`src/rtl/memory_arbiter_pkg.sv`:
```
// Shared types for the instruction/data RAM arbiter.
package memory_arbiter_pkg;

  typedef logic [31:0] word_t;

  typedef enum logic [1:0] {
    FREE   = 2'd0,
    BUSY   = 2'd1,
    ACCESS = 2'd2,
    ERROR  = 2'd3
  } ramstate_t;

  typedef enum logic [1:0] {
    IDLE   = 2'd0,
    DGRANT = 2'd1,
    IGRANT = 2'd2,
    ERR    = 2'd3
  } arb_state_t;

  localparam logic [7:0] TIMEOUT_DEF    = 8'd255;
  localparam logic [2:0] STARVE_MAX_DEF = 3'd4;

endpackage

```
`src/rtl/memory_arbiter.sv`:
```
// Single-ported RAM arbiter between instruction fetch and data access.
//
// state  | meaning
// IDLE   | arbitration cycle, no RAM strobes
// DGRANT | data side owns the RAM until hit, abort or error
// IGRANT | instruction side owns the RAM until hit, abort or error
// ERR    | RAM reported ERROR or a grant timed out; sticky until RST
module memory_arbiter
  import memory_arbiter_pkg::*;
#(
  parameter logic [7:0] TIMEOUT    = TIMEOUT_DEF,
  parameter logic [2:0] STARVE_MAX = STARVE_MAX_DEF
) (
  input  logic      CLK,
  input  logic      RST,
  input  logic      halt,
  input  logic      iREN,
  input  word_t     iaddr,
  input  logic      dREN,
  input  logic      dWEN,
  input  word_t     daddr,
  input  word_t     dstore,
  output logic      ihit,
  output word_t     iload,
  output logic      dhit,
  output word_t     dload,
  output logic      ramREN,
  output logic      ramWEN,
  output word_t     ramaddr,
  output word_t     ramstore,
  input  word_t     ramload,
  input  ramstate_t ramstate,
  output logic      err
);

  arb_state_t state, state_n;
  logic [7:0] wait_cnt;
  logic [2:0] starve_cnt;
  logic       dreq, ireq, in_grant;

  // halt masks instruction requests everywhere, including an open IGRANT
  assign dreq     = dREN | dWEN;
  assign ireq     = iREN & ~halt;
  assign in_grant = (state == DGRANT) || (state == IGRANT);
  assign err      = (state == ERR);

  // Next state and RAM mux; everything is forced idle while RST is high
  always_comb begin
    state_n  = state;
    ramREN   = 1'b0;
    ramWEN   = 1'b0;
    ramaddr  = '0;
    ramstore = '0;
    ihit     = 1'b0;
    iload    = '0;
    dhit     = 1'b0;
    dload    = '0;
    if (!RST) begin
      case (state)
        IDLE: begin
          if (dreq && !(ireq && (starve_cnt == STARVE_MAX))) state_n = DGRANT;
          else if (ireq)                                     state_n = IGRANT;
        end
        DGRANT: begin
          if (ramstate == ERROR) state_n = ERR;
          else if (!dreq)        state_n = IDLE;
          else begin
            ramaddr  = daddr;
            ramstore = dstore;
            ramWEN   = dWEN;
            ramREN   = dREN & ~dWEN;
            if (ramstate == ACCESS) begin
              dhit    = 1'b1;
              dload   = dWEN ? '0 : ramload;
              state_n = IDLE;
            end else if (wait_cnt == TIMEOUT) begin
              state_n = ERR;
            end
          end
        end
        IGRANT: begin
          if (ramstate == ERROR) state_n = ERR;
          else if (!ireq)        state_n = IDLE;
          else begin
            ramaddr = iaddr;
            ramREN  = 1'b1;
            if (ramstate == ACCESS) begin
              ihit    = 1'b1;
              iload   = ramload;
              state_n = IDLE;
            end else if (wait_cnt == TIMEOUT) begin
              state_n = ERR;
            end
          end
        end
        default: state_n = ERR;
      endcase
    end
  end

  // State register, wait-state watchdog and starvation counter
  always_ff @(posedge CLK) begin
    if (RST) begin
      state      <= IDLE;
      wait_cnt   <= '0;
      starve_cnt <= '0;
    end else begin
      state <= state_n;

      if ((state == IDLE) && (state_n != IDLE))
        wait_cnt <= '0;
      else if (in_grant && (ramstate != ACCESS) && (wait_cnt != TIMEOUT))
        wait_cnt <= wait_cnt + 8'd1;

      if (dhit && ireq) begin
        if (starve_cnt != STARVE_MAX) starve_cnt <= starve_cnt + 3'd1;
      end else if (ihit) begin
        starve_cnt <= '0;
      end else if ((state == IDLE) && !ireq) begin
        starve_cnt <= '0;
      end
    end
  end

endmodule

```
`config.mk`:
```
export PLATFORM = sky130hd
export DESIGN_NAME = memory_arbiter
export DESIGN_NICKNAME = d
export VERILOG_FILES = /design/src/rtl/memory_arbiter_pkg.sv /design/src/rtl/memory_arbiter.sv
export SDC_FILE = /design/constraint.sdc
export NUM_CORES = 1
export LEC_CHECK = 0
export ABC_AREA = 1
export BUFFER_PORTS_ARGS = -buffer_cell sky130_fd_sc_hd__clkbuf_2
export CORE_AREA = 2 2 104 106
export DETAILED_ROUTE_END_ITERATION = 8
export DIE_AREA = 0 0 106 108
export HOLD_SLACK_MARGIN = 0.12
export PLACE_DENSITY = 0.59
export SLEW_MARGIN = 20
export SYNTH_ARGS = -nofsm -noshare
export SYNTH_HDL_FRONTEND = slang
export SYNTH_SLANG_ARGS = --single-unit
```
`constraint.sdc`:
```
create_clock -name CLK -period 1.95 [get_ports CLK]
set_input_delay 0.39 -clock CLK [delete_from_list [all_inputs] [get_ports CLK]]
set_output_delay 0.39 -clock CLK [all_outputs]
set_load 0.01 [all_outputs]
```
; Word-level counts from Yosys, hierarchy flattened
; Cells that the tools add are included.
; W data, S select, Z words.
[word_totals]
regBits = 13
output_inout_bits = 133
[classes]
add_sub_neg = 2
n_eq_ne = 11
muxes = 54
bitwise = 5
n_reduce_logical = 15
[ops]
columns = cell, count
row1 = $mux W32, 20
row2 = $pmux W32 S2, 1
row3 = $mux W1, 18
row4 = $mux W2, 9
row5 = $mux W3, 4
row6 = $add A8 B1 Y8 const B, 1
row7 = $eq A2 B2 Y1 const B, 4
row8 = $eq A8 B8 Y1 const B, 1
row9 = $ne A8 B8 Y1 const B, 1
row10 = $logic_and A1 B1 Y1, 7
row11 = $pmux W2 S3, 1
row12 = $add A3 B1 Y3 const B, 1
row13 = $eq A3 B3 Y1 const B, 1
row14 = $ne A3 B3 Y1 const B, 1
row15 = $reduce_bool A3 Y1, 1
row16 = $and A1 B1 Y1, 2
row17 = $eq A2 B1 Y1 const B, 1
row18 = $logic_not A1 Y1, 2
row19 = $logic_not A2 Y1, 1
row20 = $ne A2 B1 Y1 const B, 1
row21 = $ne A2 B2 Y1 const B, 1
row22 = $not A1 Y1, 2
row23 = $pmux W1 S2, 1
row24 = $reduce_and A2 Y1, 1
row25 = 4 further kinds, 4

; Logic depth before layout (Yosys ltp)
[logic_depth]
word_depth = 11
mapped_depth = 13
mapped_depth_nobuf = 13

; Least setup slack after synthesis
; No wires, ideal clock.
[synth_path]
path_type = reg2out
start = register state[1]
end = output ramaddr[10]
arrival_time_ns = 1.479
required_time_ns = 1.560
path_slack_ns = 0.081
stages_incl_launch_ff = 8
cell_sequence = dfxtp_1 inv_1 ha_1 inv_2 nor2_2 clkbuf_1 nand3_1 a21oi_1
[synth_via]
elab_chain_cells = 3
word_cells_on_any_way = 4
[synth_lines]
columns = element, line
row1 = from (decl), memory_arbiter.sv:36  ; arb_state_t state, state_n;
row2 = from (signal assigned), memory_arbiter.sv:108  ; state <= state_n;
row3 = $eq A2 B2 Y1 / $eq A2 B1 Y1 (equally long branches), memory_arbiter.sv:59  ; case (state)
row4 = $pmux W32 S2 *, memory_arbiter.sv:59
row5 = $mux W32 *, memory_arbiter.sv:58  ; if (!RST) begin
row6 = to (decl), memory_arbiter.sv:29  ; output word_t ramaddr,
; Mark *: on every way between the ends. The rest lies on a longest branch, timed or not.

; Worst setup path after layout
; Ends and elaborated chain as after synthesis.

==> impl_metrics.env <==
export IMPL_power_density_nw_per_um2=322
export IMPL_yosys_area_top_type="nand3_1"
export IMPL_via_per_inst=4.81
export IMPL_grt_max_degree=65
export IMPL_critPathLaunchType="flip-flop"
export IMPL_top_usage_layer="met2"
export IMPL_slew_viol_final=0
export IMPL_core_rowCount=37
export IMPL_grt_first_pass_wirelength_mm=16.5
export IMPL_fill_cells=1004
export IMPL_required_ns=1.56
export IMPL_nets=854
export IMPL_rr_worst_depth=14
export IMPL_synthFlopType="dfxtp_1"
export IMPL_finalCriticalPeriod_ns=2.10
export IMPL_vdd_ir_drop_max_mv=0.348
export IMPL_cts_max_level=1
export IMPL_numCtsBuffers=3
export IMPL_fin_ws_ns=-0.152
export IMPL_synth_seq_cells=13
export IMPL_cap_violations=0
export IMPL_layout_drive_gt1_share_pct=66.3
export IMPL_die_area_sq_um=11400
export IMPL_status="finished, violations left"
export IMPL_grtUsageTotal_pct=17.4
export IMPL_drtIter0Drc=333
export IMPL_wirelength_mm=12.9
export IMPL_path_cells="inv_4 -> ha_4 -> inv_4 -> nor2_4 -> buf_12 -> buf_8 -> nand3_1 -> a21oi_2 -> buf_2"
export IMPL_synth_common_cells="nand3_1 (72), nor3_1 (64), inv_1 (55), nand2_1 (53), nor2_1 (40)"
export IMPL_synth_edf_count=0
export IMPL_cp_slowest_cell="dfxtp_4"
export IMPL_diodes=0
export IMPL_ys_warn_count=0
export IMPL_fin_crit_sh_pct=108
export IMPL_postSynthAreaPerCell_sq_um=5.39
export IMPL_hold_depth=3
export IMPL_cpMostUsedCell="inv_4"
export IMPL_critPathMaxFanout=5
export IMPL_synth_area_leaders="nand3_1 (16%), nor3_1 (14%), dfxtp_1 (11%)"
export IMPL_vias=4068
export IMPL_skew_ns=0.00405
export IMPL_min_path_type="in -> reg"
export IMPL_use_met2_pct=31.5
export IMPL_clkLatencyLatePin_ns=0.25
export IMPL_cts_sinks=13
export IMPL_cts_tree="yes"
export IMPL_ant_nets=0
export IMPL_gp_congestion=0.818
export IMPL_slowest_delay_ns=0.37
export IMPL_synthArstFlopShare_pct=0
export IMPL_ios=269
export IMPL_fin_util_pct=50.2
export IMPL_grt_util_met3_pct=3.56
export IMPL_end_kind="primary output"
export IMPL_slew_headroom_pct=80.9
export IMPL_rsz0062_at_grt="yes"
export IMPL_yosysUniqueCellTypes=28
export IMPL_syn_area_sq_um=2320
export IMPL_setup_violations=98
export IMPL_pre_cts_slack_ns=0.0610
export IMPL_ys_seq_area_share_pct=11.2
export IMPL_synth_most_common_cell="nand3_1"
export IMPL_drc=0
export IMPL_cts_root_buf="clkbuf_8"
export IMPL_clkTransAtPathRegs_ns=0.06
export IMPL_clockBufferDepth=2
export IMPL_startpoint="state[1]"
export IMPL_area_growth_pct=121
export IMPL_critical_path_arrival_ns=1.71
export IMPL_r2r_start="state[1]"
export IMPL_worst_pin_slew_ns=0.286
export IMPL_finalHoldViolations=0
export IMPL_port_buffers=268
export IMPL_grt_pass1_vias=3487
export IMPL_start_util_pct=22.7
export IMPL_p_leak_nw=2.70
export IMPL_firstDrtPassIters=4
export IMPL_grt_overflow=0
export IMPL_met1_usage_pct=21.8
export IMPL_crit_type="reg -> out"
export IMPL_die_width_um=106
export IMPL_fp_coreArea_sq_um=10200
export IMPL_wl_per_cell_um=15.2
export IMPL_yosysTopAreaCellShare_pct=15.5
export IMPL_r2r_slack_ns=0.03
export IMPL_violations="setup timing"
export IMPL_synthesis_nets=574
export IMPL_antenna_found_initial=0
export IMPL_synthesis_instances=431
export IMPL_r2r_end="wait_cnt[3]"
export IMPL_setup_worst_path_end="ramaddr[10]"
export IMPL_die_h_um=108
export IMPL_dpl_hpwl_mm=8.51
export IMPL_clock_fmax_mhz=476
kinds of logic (layout without fill, tap and decap cells):
kind of cell	count (synthesis)	in the layout	share of synthesized area, %
xor gates and xnor gates	6	6	2.26
muxes	1	1	0.485
buffers and inverters	95	374	16.1
adders and majority gates	7	7	3.77
AOI/OAI and AO/OA	44	44	9.87
and+or+nand+nor	265	265	56.3
DFF	13	13	11.2
through the flow:
stage               hold WS (ns)  instance area [sq um]  TNS (ns)  instances  power, mW
finish                     0.462                   5130     -4.54        846       1.65
detailed placement         0.484                   3900         0        817       1.07
CTS                        0.472                   4290     -2.92        831       1.44
global route               0.489                   5130    -12.83        846       1.75
floorplan                  0.447                   2320         0        431      0.731
global placement           0.466                   3900         0        817       1.05
state kept, by name, indices dropped and copies added (netlist names):
name and flops:
starve_cnt 3, state 2, wait_cnt 8
worst min-delay path by stage:
stage                        from  slack (ns)             to
global placement    starve_cnt[0]        0.47  starve_cnt[0]
CTS                           RST        0.47       state[0]
global route                  RST        0.49       state[0]
detailed placement  starve_cnt[1]        0.48  starve_cnt[1]
finish                        RST        0.46       state[0]
floorplan           starve_cnt[0]        0.45  starve_cnt[0]
cells in the final DEF, fill, tap and decap left out, drive strengths merged:
cell    instances
buf           160
clkbuf        154
nand3          74
nor3           64
nand2          63
nor2           61
inv            60
a21oi          39
dfxtp          13
ha              7
xor2            4
o21ai           3
nand4           2
xnor2           2
o21bai          1
mux2            1
or2             1
a22oi           1
cell type report:
| type | count | area (sq um) | area share [%] |
|---|---|---|---|
| inverters | 60 | 251 | 4.90 |
| clock buffers | 4 | 45.0 | 0.878 |
| well taps | 136 | 170 | 3.32 |
| repair buffers | 310 | 2060 | 40.2 |
| flip-flops and latches | 13 | 268 | 5.22 |
| multi-input cells | 323 | 2330 | 45.5 |
where the power goes:
part | internal (mW) | switching (mW)
sequential | 0.279 | 0.0170
clock | 0.145 | 0.103
combinational | 0.487 | 0.620
total | 0.911 | 0.739
timing repair:
action / CTS / global route
endpoints found under the setup margin: 130 / 136
endpoints found under the hold margin: 0 / 0
buffers inserted: 7 / 7
hold buffers: 0 / 0
cloned: 3 / 12
resized for setup: 51 / 261
pin swaps: 12 / 46
worst max-delay path: cells and delay by family, from the launching register on:
| family | cells | cell delay (ns) |
|---|---|---|
| adder cells (fa/ha/maj) | 1 | 0.16 |
| buffers and inverters | 5 | 0.54 |
| AND/OR/NAND/NOR | 2 | 0.22 |
| flip-flops | 1 | 0.37 |
| AO/OA/AOI/OAI | 1 | 0.17 |
layer usage:
| layer | wire length (um) | share of wire, % |
|---|---|---|
| met5 | 0 | 0 |
| met2 | 6770 | 53 |
| met1 | 5070 | 39 |
| met3 | 836 | 6.5 |
| met4 | 214 | 1.7 |
No activity file was read; power rests on OpenSTA's default activity.
